`config.mk`:
```
export PLATFORM = sky130hd
export DESIGN_NAME = img2col_wgt_sched
export DESIGN_NICKNAME = d
export VERILOG_FILES = /design/src/rtl/img2col_pkg.sv /design/src/rtl/img2col_wgt_sched.sv
export SDC_FILE = /design/constraint.sdc
export NUM_CORES = 1
export LEC_CHECK = 0
export CAP_MARGIN = 0
export CORE_MARGIN = 4
export CORE_UTILIZATION = 40
export DETAILED_ROUTE_END_ITERATION = 8
export PLACE_DENSITY = 0.66
export SYNTH_ARGS = -nofsm -noshare
export SYNTH_HDL_FRONTEND = slang
export SYNTH_SLANG_ARGS = --single-unit
export TNS_END_PERCENT = 20
```
`constraint.sdc`:
```
create_clock -name clock -period 5 [get_ports clock]
set_input_delay 1 -clock clock [delete_from_list [all_inputs] [get_ports clock]]
set_output_delay 1 -clock clock [all_outputs]
set_load 0.01 [all_outputs]
```
`src/rtl/img2col_pkg.sv`:
```
// Shared definitions for the img2col weight path: field widths and the
// tile scheduler's state encoding.
package img2col_pkg;

    localparam int KSIZE_W = 3;
    localparam int VNUM_W  = 4;
    localparam int TILE_W  = 8;

    typedef enum logic [2:0] {
        ST_IDLE  = 3'd0,
        ST_LOAD  = 3'd1,
        ST_START = 3'd2,
        ST_GUARD = 3'd3,
        ST_WAIT  = 3'd4,
        ST_DONE  = 3'd5
    } sched_state_t;

endpackage

```
`src/rtl/img2col_wgt_sched.sv`:
```
// Tile scheduler for the img2col weight array: takes one layer config and
// walks its tiles through load, start, guard and wait-for-ready.
//
// state | meaning
// IDLE  | waiting for a config handshake; cfg_ready high
// LOAD  | tile_req high until the loader acks the current tile
// START | one-cycle i2c_wgt_start pulse
// GUARD | lane_ready ignored while the array settles after start
// WAIT  | waiting for every lane to report ready
// DONE  | one-cycle done pulse back to the sequencer
module img2col_wgt_sched
    import img2col_pkg::*;
#(
    parameter int SIZE      = 8,
    parameter int VALID_MAX = 8,
    parameter int GUARD     = 2
) (
    input  logic               clock,
    input  logic               rst_n,
    input  logic               cfg_valid,
    output logic               cfg_ready,
    input  logic [KSIZE_W-1:0] cfg_kernel,
    input  logic [TILE_W-1:0]  cfg_tiles,
    input  logic [VNUM_W-1:0]  cfg_last_valid,
    input  logic               abort,
    output logic               tile_req,
    input  logic               tile_ack,
    output logic [TILE_W-1:0]  tile_idx,
    output logic               i2c_wgt_start,
    output logic [KSIZE_W-1:0] kernel_size,
    output logic [VNUM_W-1:0]  valid_num,
    input  logic [SIZE-1:0]    lane_ready,
    output logic               busy,
    output logic               done,
    output logic               err
);

    localparam logic [VNUM_W-1:0] VMAX   = VNUM_W'(VALID_MAX);
    localparam logic [2:0]        G_LAST = 3'(GUARD - 1);

    sched_state_t       state, state_nxt;
    logic [KSIZE_W-1:0] kernel_q;
    logic [TILE_W-1:0]  tiles_q;
    logic [VNUM_W-1:0]  last_valid_q;
    logic [TILE_W-1:0]  tile_idx_q;
    logic [VNUM_W-1:0]  valid_num_q;
    logic [2:0]         g_cnt;
    logic               err_q;

    logic              handshake;
    logic              cfg_bad;
    logic              last_tile;
    logic              all_ready;
    logic              advance;
    logic [TILE_W-1:0] idx_inc;

    // Abort in IDLE swallows a same-cycle config offer.
    assign handshake = cfg_valid && (state == ST_IDLE) && !abort;
    assign cfg_bad   = (cfg_kernel == '0) || (cfg_tiles == '0) || (cfg_last_valid == '0);
    assign last_tile = (tile_idx_q == tiles_q - 8'd1);
    assign all_ready = &lane_ready;
    assign idx_inc   = tile_idx_q + 8'd1;
    assign advance   = (state == ST_WAIT) && all_ready && !abort && !last_tile;

    always_ff @(posedge clock or negedge rst_n) begin
        if (!rst_n) begin
            state <= ST_IDLE;
        end else begin
            state <= state_nxt;
        end
    end

    always_comb begin
        state_nxt = state;
        if (abort) begin
            state_nxt = ST_IDLE;
        end else begin
            case (state)
                ST_IDLE:  if (handshake && !cfg_bad) state_nxt = ST_LOAD;
                ST_LOAD:  if (tile_ack) state_nxt = ST_START;
                ST_START: state_nxt = ST_GUARD;
                ST_GUARD: if (g_cnt == 3'd0) state_nxt = ST_WAIT;
                ST_WAIT:  if (all_ready) state_nxt = last_tile ? ST_DONE : ST_LOAD;
                ST_DONE:  state_nxt = ST_IDLE;
                default:  state_nxt = ST_IDLE;
            endcase
        end
    end

    always_comb begin
        cfg_ready     = 1'b0;
        tile_req      = 1'b0;
        i2c_wgt_start = 1'b0;
        done          = 1'b0;
        busy          = (state != ST_IDLE);
        case (state)
            ST_IDLE:  cfg_ready     = 1'b1;
            ST_LOAD:  tile_req      = 1'b1;
            ST_START: i2c_wgt_start = 1'b1;
            ST_DONE:  done          = 1'b1;
            default:  ;
        endcase
    end

    always_ff @(posedge clock or negedge rst_n) begin
        if (!rst_n) begin
            kernel_q     <= '0;
            tiles_q      <= '0;
            last_valid_q <= '0;
            tile_idx_q   <= '0;
            valid_num_q  <= '0;
            g_cnt        <= '0;
            err_q        <= 1'b0;
        end else begin
            err_q <= handshake && cfg_bad;
            if (handshake) begin
                tile_idx_q <= '0;
            end
            // Illegal configs are rejected without disturbing the held layer settings.
            if (handshake && !cfg_bad) begin
                kernel_q     <= cfg_kernel;
                tiles_q      <= cfg_tiles;
                last_valid_q <= cfg_last_valid;
                valid_num_q  <= (cfg_tiles == 8'd1) ? cfg_last_valid : VMAX;
            end
            if (advance) begin
                tile_idx_q  <= idx_inc;
                valid_num_q <= (idx_inc == tiles_q - 8'd1) ? last_valid_q : VMAX;
            end
            if (state == ST_START) begin
                g_cnt <= G_LAST;
            end else if (state == ST_GUARD && g_cnt != 3'd0) begin
                g_cnt <= g_cnt - 3'd1;
            end
        end
    end

    assign tile_idx    = tile_idx_q;
    assign kernel_size = kernel_q;
    assign valid_num   = valid_num_q;
    assign err         = err_q;

endmodule

```
==> flow_metrics.tcl, run 1 <==
set metrics [dict create \
    synth_top_area_share_pct 39.9 \
    final_antenna_net_count 0 \
    path_class "input pin to flop" \
    postSynthCellCount 222 \
    grt_pass1_vias 1680 \
    p_switching_mw 0.287 \
    final_cell_mix "48 x clkdlybuf4s50_1, 34 x dfrtp_1, 19 x nand2_1" \
    maxCapViolCount 0 \
    synth_edf_count 0 \
    dp_hpwl_um 3700 \
    post_dp_cell_area_um2 2670 \
    dieArea_um2 6560 \
    hold_class "flop to flop" \
    grt_max_degree 35 \
    drive_above_1_share_pct 12.6 \
    ys_ff_latch 34 \
    finalSetupTns_ns 0 \
    worstPathRequired_ns 5.16 \
    syn-cell-area_um2 2130 \
    arrival_ns 3.28 \
    vdd_ir_drop_max_uv 181 \
    synth_area_leaders "dfrtp_1 40%, mux2_2 6.9%, xnor2_1 5.8%" \
    grt_overflow 0 \
    critPathMaxFanout 15 \
    clock_sinks 34 \
    drt-vias-per-instance 5.25 \
    die_h_um 81.0 \
    p_int_mw 0.595 \
    worstSetupEndpointType "flop" \
    diodes 0 \
    clkSlewWorstSetupHoldPaths_ns 0.07 \
    cts_max_level 2 \
    antenna_found_initial 0 \
    drt-initial-drc-count 79 \
    ys_types 46 \
    final_area_um2 2760 \
    hold_ws_ns 0.506 \
    rows 26 \
    power_density_nw_per_um2 320 \
    hold_viol 0 \
    cts_hold_buf 0 \
    synthAdderAreaFrac_pct 2.35 \
    synth.mux.area_fraction_pct 7.81 \
    status "complete, no violations" \
    synth_compound_area_share_pct 14.6 \
    drv_slew 0 \
    final_nets 301 \
    synth_fp_nets 254 \
    firstDrtPassIters 4 \
    seq_power_share_pct 42.1 \
    root_buffer "clkbuf_8" \
    pin_count 49 \
    cts_tree "yes" \
    routed_wirelength_um 4900 \
    clkPwrFrac_pct 24.2 \
    clock_skew_ns 0.00388 \
    yosysSeqAreaShare_pct 39.9 \
    synth_top_family_by_area "simple AND/OR/NAND/NOR gates" \
    cts_resized 0 \
    clk_latency_ns 0.29 \
    drcViolationCount 0 \
    critical_path.startpoint_type "input pin" \
    gp_congestion 0.789 \
    worst_slew_pin_slew_ns 0.732 \
    period_minus_slack_ns 3.12 \
    yosys_warnings 0 \
    synth_xor_area_share_pct 9.69 \
    setup_viol 0 \
    vias 1784 \
    cts_buffer_depth 2 \
    die-width_um 81.0 \
    yosys.area_share.simple_pct 21.8 \
    cts_buffers 5 \
    period_share_pct 62.4 \
    portBuffers 48 \
    post_drt_wl_per_cell_um 14.4 \
    cts_setup_buffers 0 \
    slew_headroom_pct 51.0 \
    start_util_pct 41.5 \
    yosysTopAreaCell "dfrtp_1" \
    ys.flop_type "dfrtp_1" \
    clock.fmax_mhz 320 \
    grt_pass1_wl_um 7900 \
    swShare_pct 32.5 \
    fill_cells 505 \
    async_flop_share_pct 100 \
    core_um2 5140 \
    post_synth.cell_area_avg_um2 9.60 \
    combPwrFrac_pct 33.7 \
    track_usage_pct 15.5 \
    leakagePower_nw 1.10 \
    fin_util_pct 53.7 \
    layout_commonest_cell "clkdlybuf4s50_1" \
    area_growth_pct 29.4 \
    rsz0062_at_grt "false" \
]
sequential cells by signal (all words and copies together) (netlist names):
register      count
tiles_q           8
err               1
tile_idx          8
valid_num         4
g_cnt             3
state             3
last_valid_q      4
kernel_size       3
power groups by stage:
stage,sequential [mW],combinational [mW],clock [mW]
floorplan,0.363,0.212,0
global placement,0.376,0.292,0
detailed placement,0.377,0.298,0
CTS,0.372,0.301,0.219
global route,0.380,0.328,0.229
finish,0.372,0.297,0.214
per-layer routing:
layer	track usage (%)	vias up	share of wire, %
li1	-	893	-
met1	20.0	854	47
met2	25.8	32	48
met3	4.10	5	4.0
met4	4.05	0	1.1
met5	0	-	0
worst max-delay path: stages:
cell and delay (ns):
clkdlybuf4s50_1 0.42, nor4_1 0.41, nand2_1 0.14, o211ai_1 0.62, buf_4 0.34, a21oi_1 0.07, a211oi_1 0.21, a31oi_1 0.06
per-stage QoR:
step                worst slack, ns  instances  power, mW
finish                         1.88        340      0.882
global route                   1.70        340      0.937
CTS                            1.85        340      0.892
detailed placement             1.53        332      0.675
global placement               1.64        332      0.668
floorplan                      2.53        222      0.574
path summary, 6_finish.rpt:
kind / startpoint / endpoint / slack (ns) / cells after the start
hold / removal: last_valid_q[1]$_DFFE_PN0P_ / valid_num[1]$_DFFE_PN0P_ / 0.51 / 1
max in group asynchronous: rst_n / kernel_size[2]$_DFFE_PN0P_ / 3.56 / 2
setup / recovery: cfg_tiles[5] / valid_num[3]$_DFFE_PN0P_ / 1.88 / 8
setup reg to reg: tiles_q[0]$_DFFE_PN0P_ / tile_idx[2]$_DFFE_PN0P_ / 2.19 / 9
min in group asynchronous: rst_n / tiles_q[6]$_DFFE_PN0P_ / 1.12 / 2
hold reg to reg: last_valid_q[1]$_DFFE_PN0P_ / valid_num[1]$_DFFE_PN0P_ / 0.51 / 1
synth_stat cells (all sizes together) (3+ instances only):
| master | n |
|---|---|
| nor2b | 4 |
| or3 | 7 |
| mux2 | 13 |
| nor2 | 12 |
| buf | 3 |
| a31o | 3 |
| nand2 | 19 |
| a31oi | 3 |
| nand2b | 3 |
| xnor2 | 14 |
| o21ai | 10 |
| a22o | 4 |
| and2 | 3 |
| dfrtp | 34 |
| and3 | 3 |
| ha | 4 |
| o211ai | 4 |
| clkbuf | 7 |
| inv | 9 |
| nor3 | 6 |
| nor4 | 3 |
| nand3 | 17 |
| a21oi | 6 |
| xor2 | 7 |
kinds of logic (layout without fill, tap and decap cells):
| logic type | Yosys count | count (layout) |
|---|---|---|
| and+or+nand+nor | 86 | 86 |
| AOI/OAI and AO/OA | 42 | 42 |
| DFF | 34 | 34 |
| xor gates and xnor gates | 22 | 22 |
| buffers and inverters | 19 | 67 |
| muxes | 15 | 15 |
| adders and majority gates | 4 | 4 |
cell type report:
cell class	instances	area (µm²)	share of cell area (%)
multi-input cells	169	1200	43.5
flip-flops and latches	34	851	30.9
repair buffers	50	495	18.0
well taps	70	87.6	3.18
clock buffers	7	86.3	3.13
inverters	9	33.8	1.23
clock inverters	1	5.00	0.181
No activity file was read; power rests on OpenSTA's default activity.
==> inputs of run 2 (changes only) <==
==> constraint.sdc (replaced) <==
create_clock -name clock -period 2.9 [get_ports clock]
set_input_delay 0.58 -clock clock [delete_from_list [all_inputs] [get_ports clock]]
set_output_delay 0.58 -clock clock [all_outputs]
set_load 0.01 [all_outputs]
==> run 2 against run 1 <==
Critical path depth is 1 higher. Hold slack lost 0.024 ns. Power grew 72%. Die area did not move. Combinational power rose by 73%. Sequential power rose by 72%. First-iteration DRC count fell by 16%. Register-to-register slack lost 2.0 ns. Sequential share of layout area fell by 0.30 points. Cell count grew 0.88%. Count of clock-buffer cells in the layout is the same. Critical endpoint is now tile_idx[2]$_DFFE_PN0P_. Largest cell class unchanged. Utilization up 0.54 points.
==> flow_metrics.tcl, run 2 (synthesized netlist as in run 1, its figures left out) <==
set metrics [dict create \
    clk_latency_ns 0.29 \
    clock_sinks 34 \
    cts_setup_buffers 0 \
    r2r_start "tiles_q[0]$_DFFE_PN0P_" \
    die_h_um 81.0 \
    setup_viol 0 \
    routed_wirelength_um 4810 \
    critical_path.startpoint_type "flop" \
    hold_class "flop to flop" \
    hold_ws_ns 0.481 \
    final_cell_mix "48 x clkdlybuf4s50_1, 34 x dfrtp_1, 19 x nand2_1" \
    drt-initial-drc-count 66 \
    drive_above_1_share_pct 13.9 \
    leakagePower_nw 1.12 \
    cts_tree "yes" \
    grt_use_met1_pct 20.2 \
    dp_hpwl_um 3660 \
    cts_resized 0 \
    clock_skew_ns 0.00775 \
    regToRegSetupSlack_ns 0.23 \
    clock.fmax_mhz 375 \
    globalRouteMet3Util_pct 4.99 \
    grt_util_met2_pct 24.6 \
    core_um2 5140 \
    fill_cells 501 \
    cts_buffers 5 \
    cts_max_level 2 \
    drv_slew 0 \
    post_drt_wl_per_cell_um 14.0 \
    period_share_pct 91.9 \
    drt-vias-per-instance 5.13 \
    gp_congestion 0.761 \
    grt_pass1_vias 1683 \
    maxCapViolCount 0 \
    finalSetupTns_ns 0 \
    antenna_found_initial 0 \
    worstPathRequired_ns 3.13 \
    drcViolationCount 0 \
    area_growth_pct 30.7 \
    cts_buffer_depth 2 \
    dieArea_um2 6560 \
    rows 26 \
    start_util_pct 41.5 \
    holdPathEnd "last_valid_q[3]$_DFFE_PN0P_" \
    status "complete, no violations" \
    firstDrtPassIters 4 \
    pin_count 49 \
    vdd_ir_drop_max_uv 432 \
    path_class "flop to flop" \
    whs_path_depth 2 \
    vias 1758 \
    ff2ff_path_depth 9 \
    grt_pass1_wl_um 7870 \
    grt_overflow 0 \
    worst_slew_pin_slew_ns 0.465 \
    portBuffers 48 \
    worstSetupEndpointType "flop" \
    gr-max-usage-layer "met2" \
    cts_hold_buf 0 \
    final_nets 304 \
    dp_slack_ns 0.152 \
    worstReg2RegEnd "tile_idx[2]$_DFFE_PN0P_" \
    power_density_nw_per_um2 545 \
    critPathMaxFanout 17 \
    period_minus_slack_ns 2.67 \
    track_usage_pct 15.7 \
    root_buffer "clkbuf_8" \
    fin_ws_ns 0.235 \
    rsz0062_at_grt "false" \
    clkSlewWorstSetupHoldPaths_ns 0.07 \
    slew_headroom_pct 68.8 \
    layout_commonest_cell "clkdlybuf4s50_1" \
    final_antenna_net_count 0 \
    arrival_ns 2.90 \
    grt_max_degree 35 \
    hold_viol 0 \
    die-width_um 81.0 \
    hold_start "last_valid_q[3]$_DFFE_PN0P_" \
    diodes 0 \
]
## run 2: cell types whose count changed in the layout (fill, tap and decap cells not counted)
cell     delta
nor3b_1     -1
nor3b_2     +1
buf_4       +3
## run 2: layout make-up
cell class | instances | area, µm² | share of cell area (%)
Clock buffer | 7 | 86.3 | 3.10
Timing Repair Buffer | 53 | 518 | 18.6
Sequential cell | 34 | 851 | 30.5
Clock inverter | 1 | 5.00 | 0.180
Inverter | 9 | 33.8 | 1.21
Multi-Input combinational cell | 169 | 1200 | 43.2
Tap cell | 70 | 87.6 | 3.14
## run 2: through the flow
stage	instances	area (µm²)	util (%)	total power, mW
5_1_grt	343	2790	54.2	1.63
4_1_cts	343	2780	54.1	1.54
3_3_place_gp	335	2690	52.3	1.15
2_1_floorplan	222	2130	-	0.990
6_report	343	2790	54.2	1.52
3_5_place_dp	335	2690	52.3	1.17
## run 2: per-layer routing
layer  part of all wire, %  up-vias  wire, µm
li1                      -      899         -
met1                    47      821      2290
met2                    46       31      2190
met3                   5.5        7       266
met4                   1.4        0        68
met5                     0        -         0
## run 2: critical path: stages (launching register included)
cell and delay (ns):
dfrtp_1 0.45, inv_1 0.09, ha_1 0.29, nor3b_2 0.22, and2_1 0.17, a221oi_1 0.31
nand4b_2 0.23, o2111ai_4 0.46, mux2i_1 0.25, a22o_1 0.14
## run 2: power by group
part / internal (mW) / total, mW / switching, mW
registers: 0.557 / 0.640 / 0.0836
clock network: 0.192 / 0.363 / 0.172
logic: 0.282 / 0.514 / 0.232
## run 2: how the worst max path moves through the flow
| stage | startpoint | end | cells after the start |
|---|---|---|---|
| final | tiles_q[0]$_DFFE_PN0P_ | tile_idx[2]$_DFFE_PN0P_ | 9 |
| after global routing | tiles_q[0]$_DFFE_PN0P_ | tile_idx[2]$_DFFE_PN0P_ | 9 |
| after CTS | tiles_q[0]$_DFFE_PN0P_ | tile_idx[2]$_DFFE_PN0P_ | 9 |
| after detailed placement | tiles_q[0]$_DFFE_PN0P_ | tile_idx[2]$_DFFE_PN0P_ | 9 |
| after global placement | tiles_q[0]$_DFFE_PN0P_ | tile_idx[2]$_DFFE_PN0P_ | 9 |
| after floorplan | tiles_q[0]$_DFFE_PN0P_ | valid_num[3]$_DFFE_PN0P_ | 10 |
==> inputs of run 3 (changes only) <==
--- a/config.mk
+++ b/config.mk
@@ -9,6 +9,7 @@
 export CORE_MARGIN = 4
 export CORE_UTILIZATION = 40
 export DETAILED_ROUTE_END_ITERATION = 8
+export GPL_TIMING_DRIVEN = 0
 export PLACE_DENSITY = 0.66
 export SYNTH_ARGS = -nofsm -noshare
 export SYNTH_HDL_FRONTEND = slang
==> constraint.sdc (replaced) <==
create_clock -name clock -period 3.02 [get_ports clock]
set_input_delay 0.604 -clock clock [delete_from_list [all_inputs] [get_ports clock]]
set_output_delay 0.604 -clock clock [all_outputs]
set_load 0.01 [all_outputs]
==> run 3 against run 2 <==
Clock skew down 0.0031 ns. Maximum frequency up 1.3%. Critical endpoint is now valid_num[3]$_DFFE_PN0P_. Cell area up 0.81%. Die area unchanged. Utilization up 0.44 points. Sequential power down 5.6%. Largest cell class unchanged. Via count up 2.8%. Largest power group unchanged.
==> flow_metrics.tcl, run 3 (synthesized netlist as in run 1, its figures left out) <==
set metrics [dict create \
    portBuffers 48 \
    final_nets 309 \
    cts_tree "yes" \
    maxCapViolCount 0 \
    path_class "flop to flop" \
    final_antenna_net_count 0 \
    diodes 0 \
    post_drt_wl_per_cell_um 14.0 \
    vdd_ir_drop_max_uv 316 \
    fin_ws_ns 0.389 \
    drt-vias-per-instance 5.20 \
    critical_path.startpoint_type "flop" \
    regToRegSetupSlack_ns 0.39 \
    critPathMaxFanout 10 \
    firstDrtPassIters 4 \
    clk_latency_ns 0.29 \
    clkSlewWorstSetupHoldPaths_ns 0.07 \
    period_share_pct 87.1 \
    hold_class "input pin to asynchronous set/reset pin" \
    drt-initial-drc-count 67 \
    final_area_um2 2810 \
    drcViolationCount 0 \
    grt_pass1_vias 1770 \
    dp_slack_ns 0.0813 \
    grt_pass1_wl_um 8220 \
    setup_viol 0 \
    fill_cells 473 \
    leakagePower_nw 1.13 \
    start_util_pct 41.5 \
    rsz0062_at_grt "false" \
    vias 1808 \
    rows 26 \
    clock.fmax_mhz 380 \
    track_usage_pct 16.3 \
    finalSetupTns_ns 0 \
    clock_sinks 34 \
    worstSetupEndpointType "flop" \
    cts_buffer_depth 2 \
    hold_viol 0 \
    worst_slew_pin_slew_ns 0.766 \
    post_dp_cell_area_um2 2690 \
    grt_max_degree 35 \
    dieArea_um2 6560 \
    layout_commonest_cell "clkdlybuf4s50_1" \
    drive_above_1_share_pct 13.7 \
    core_um2 5140 \
    dp_hpwl_um 3780 \
    die-width_um 81.0 \
    hold_ws_ns 0.380 \
    period_minus_slack_ns 2.63 \
    antenna_found_initial 0 \
    clock_skew_ns 0.00469 \
    area_growth_pct 31.8 \
    cts_max_level 2 \
    root_buffer "clkbuf_8" \
    fin_util_pct 54.6 \
    final_cell_mix "47 x clkdlybuf4s50_1, 34 x dfrtp_1, 19 x nand2_1" \
    arrival_ns 2.78 \
    power_density_nw_per_um2 543 \
    cts_buffers 5 \
    grt_overflow 0 \
    gp_congestion 0.797 \
    pin_count 49 \
    cts_setup_buffers 0 \
    status "complete, no violations" \
    slew_headroom_pct 48.9 \
    worstPathRequired_ns 3.17 \
    drv_slew 0 \
    routed_wirelength_um 4870 \
    die_h_um 81.0 \
]
run 3: changes by cell type in the layout (fill, tap and decap cells not counted), sizes merged:
| cell | before | now |
|---|---|---|
| buf | 5 | 4 |
| bufinv | 0 | 1 |
| clkbuf | 7 | 12 |
| clkdlybuf4s50 | 48 | 47 |
| clkinv | 1 | 2 |
run 3: critical path: stages (launching register included):
cell	delay, ns
dfrtp_1	0.46
inv_1	0.09
ha_1	0.29
nor3b_2	0.21
and2_1	0.17
a221oi_1	0.33
nand4b_2	0.24
o2111a_1	0.28
buf_2	0.18
a211oi_1	0.18
a31oi_1	0.06
run 3: through the flow:
stage / cells / total power, mW
3_3_place_gp: 340 / 1.11
4_1_cts: 348 / 1.54
6_report: 348 / 1.52
5_1_grt: 348 / 1.62
2_1_floorplan: 222 / 0.951
3_5_place_dp: 340 / 1.12
run 3: final cells by class:
cell class / count / area [µm²] / share of cell area, %
sequential: 34 / 851 / 30.3
inverter: 9 / 33.8 / 1.20
timing repair buffer: 48 / 475 / 16.9
tap: 70 / 87.6 / 3.12
buffer: 10 / 47.5 / 1.69
multi-input combinational: 169 / 1200 / 42.9
clock inverter: 3 / 40.0 / 1.43
clock buffer: 5 / 68.8 / 2.45
run 3: metal layers:
metal  vias up  global-route usage [%]  wire (µm)
li1        907                       -          -
met1       861                    21.4       2300
met4         0                    5.57         55
met5         -                       0          0
met2        35                    25.5       2280
met3         5                    4.88        241
run 3: worst paths after layout:
check                                            start  depth (start not counted)                  endpoint
max                             tiles_q[0]$_DFFE_PN0P_                         10  valid_num[3]$_DFFE_PN0P_
min in group clock         last_valid_q[0]$_DFFE_PN0P_                          1  valid_num[0]$_DFFE_PN0P_
max in group asynchronous                        rst_n                          1  valid_num[3]$_DFFE_PN0P_
min                                              rst_n                          1   tile_idx[6]$_DFFE_PN0P_
max reg2reg                     tiles_q[0]$_DFFE_PN0P_                         10  valid_num[3]$_DFFE_PN0P_
min reg2reg                last_valid_q[0]$_DFFE_PN0P_                          1  valid_num[0]$_DFFE_PN0P_
run 3: repair_timing:
item / CTS / global route
setup endpoints to repair: 0 / 1
hold buffers: 0 / 0
resized for setup: 0 / 1
run 3: where the power goes:
| group | total (mW) | leakage (nW) | internal, mW | switching, mW |
|---|---|---|---|---|
| registers | 0.604 | 0.436 | 0.534 | 0.0695 |
| clock network | 0.413 | 0.0579 | 0.243 | 0.170 |
| logic | 0.506 | 0.634 | 0.268 | 0.239 |
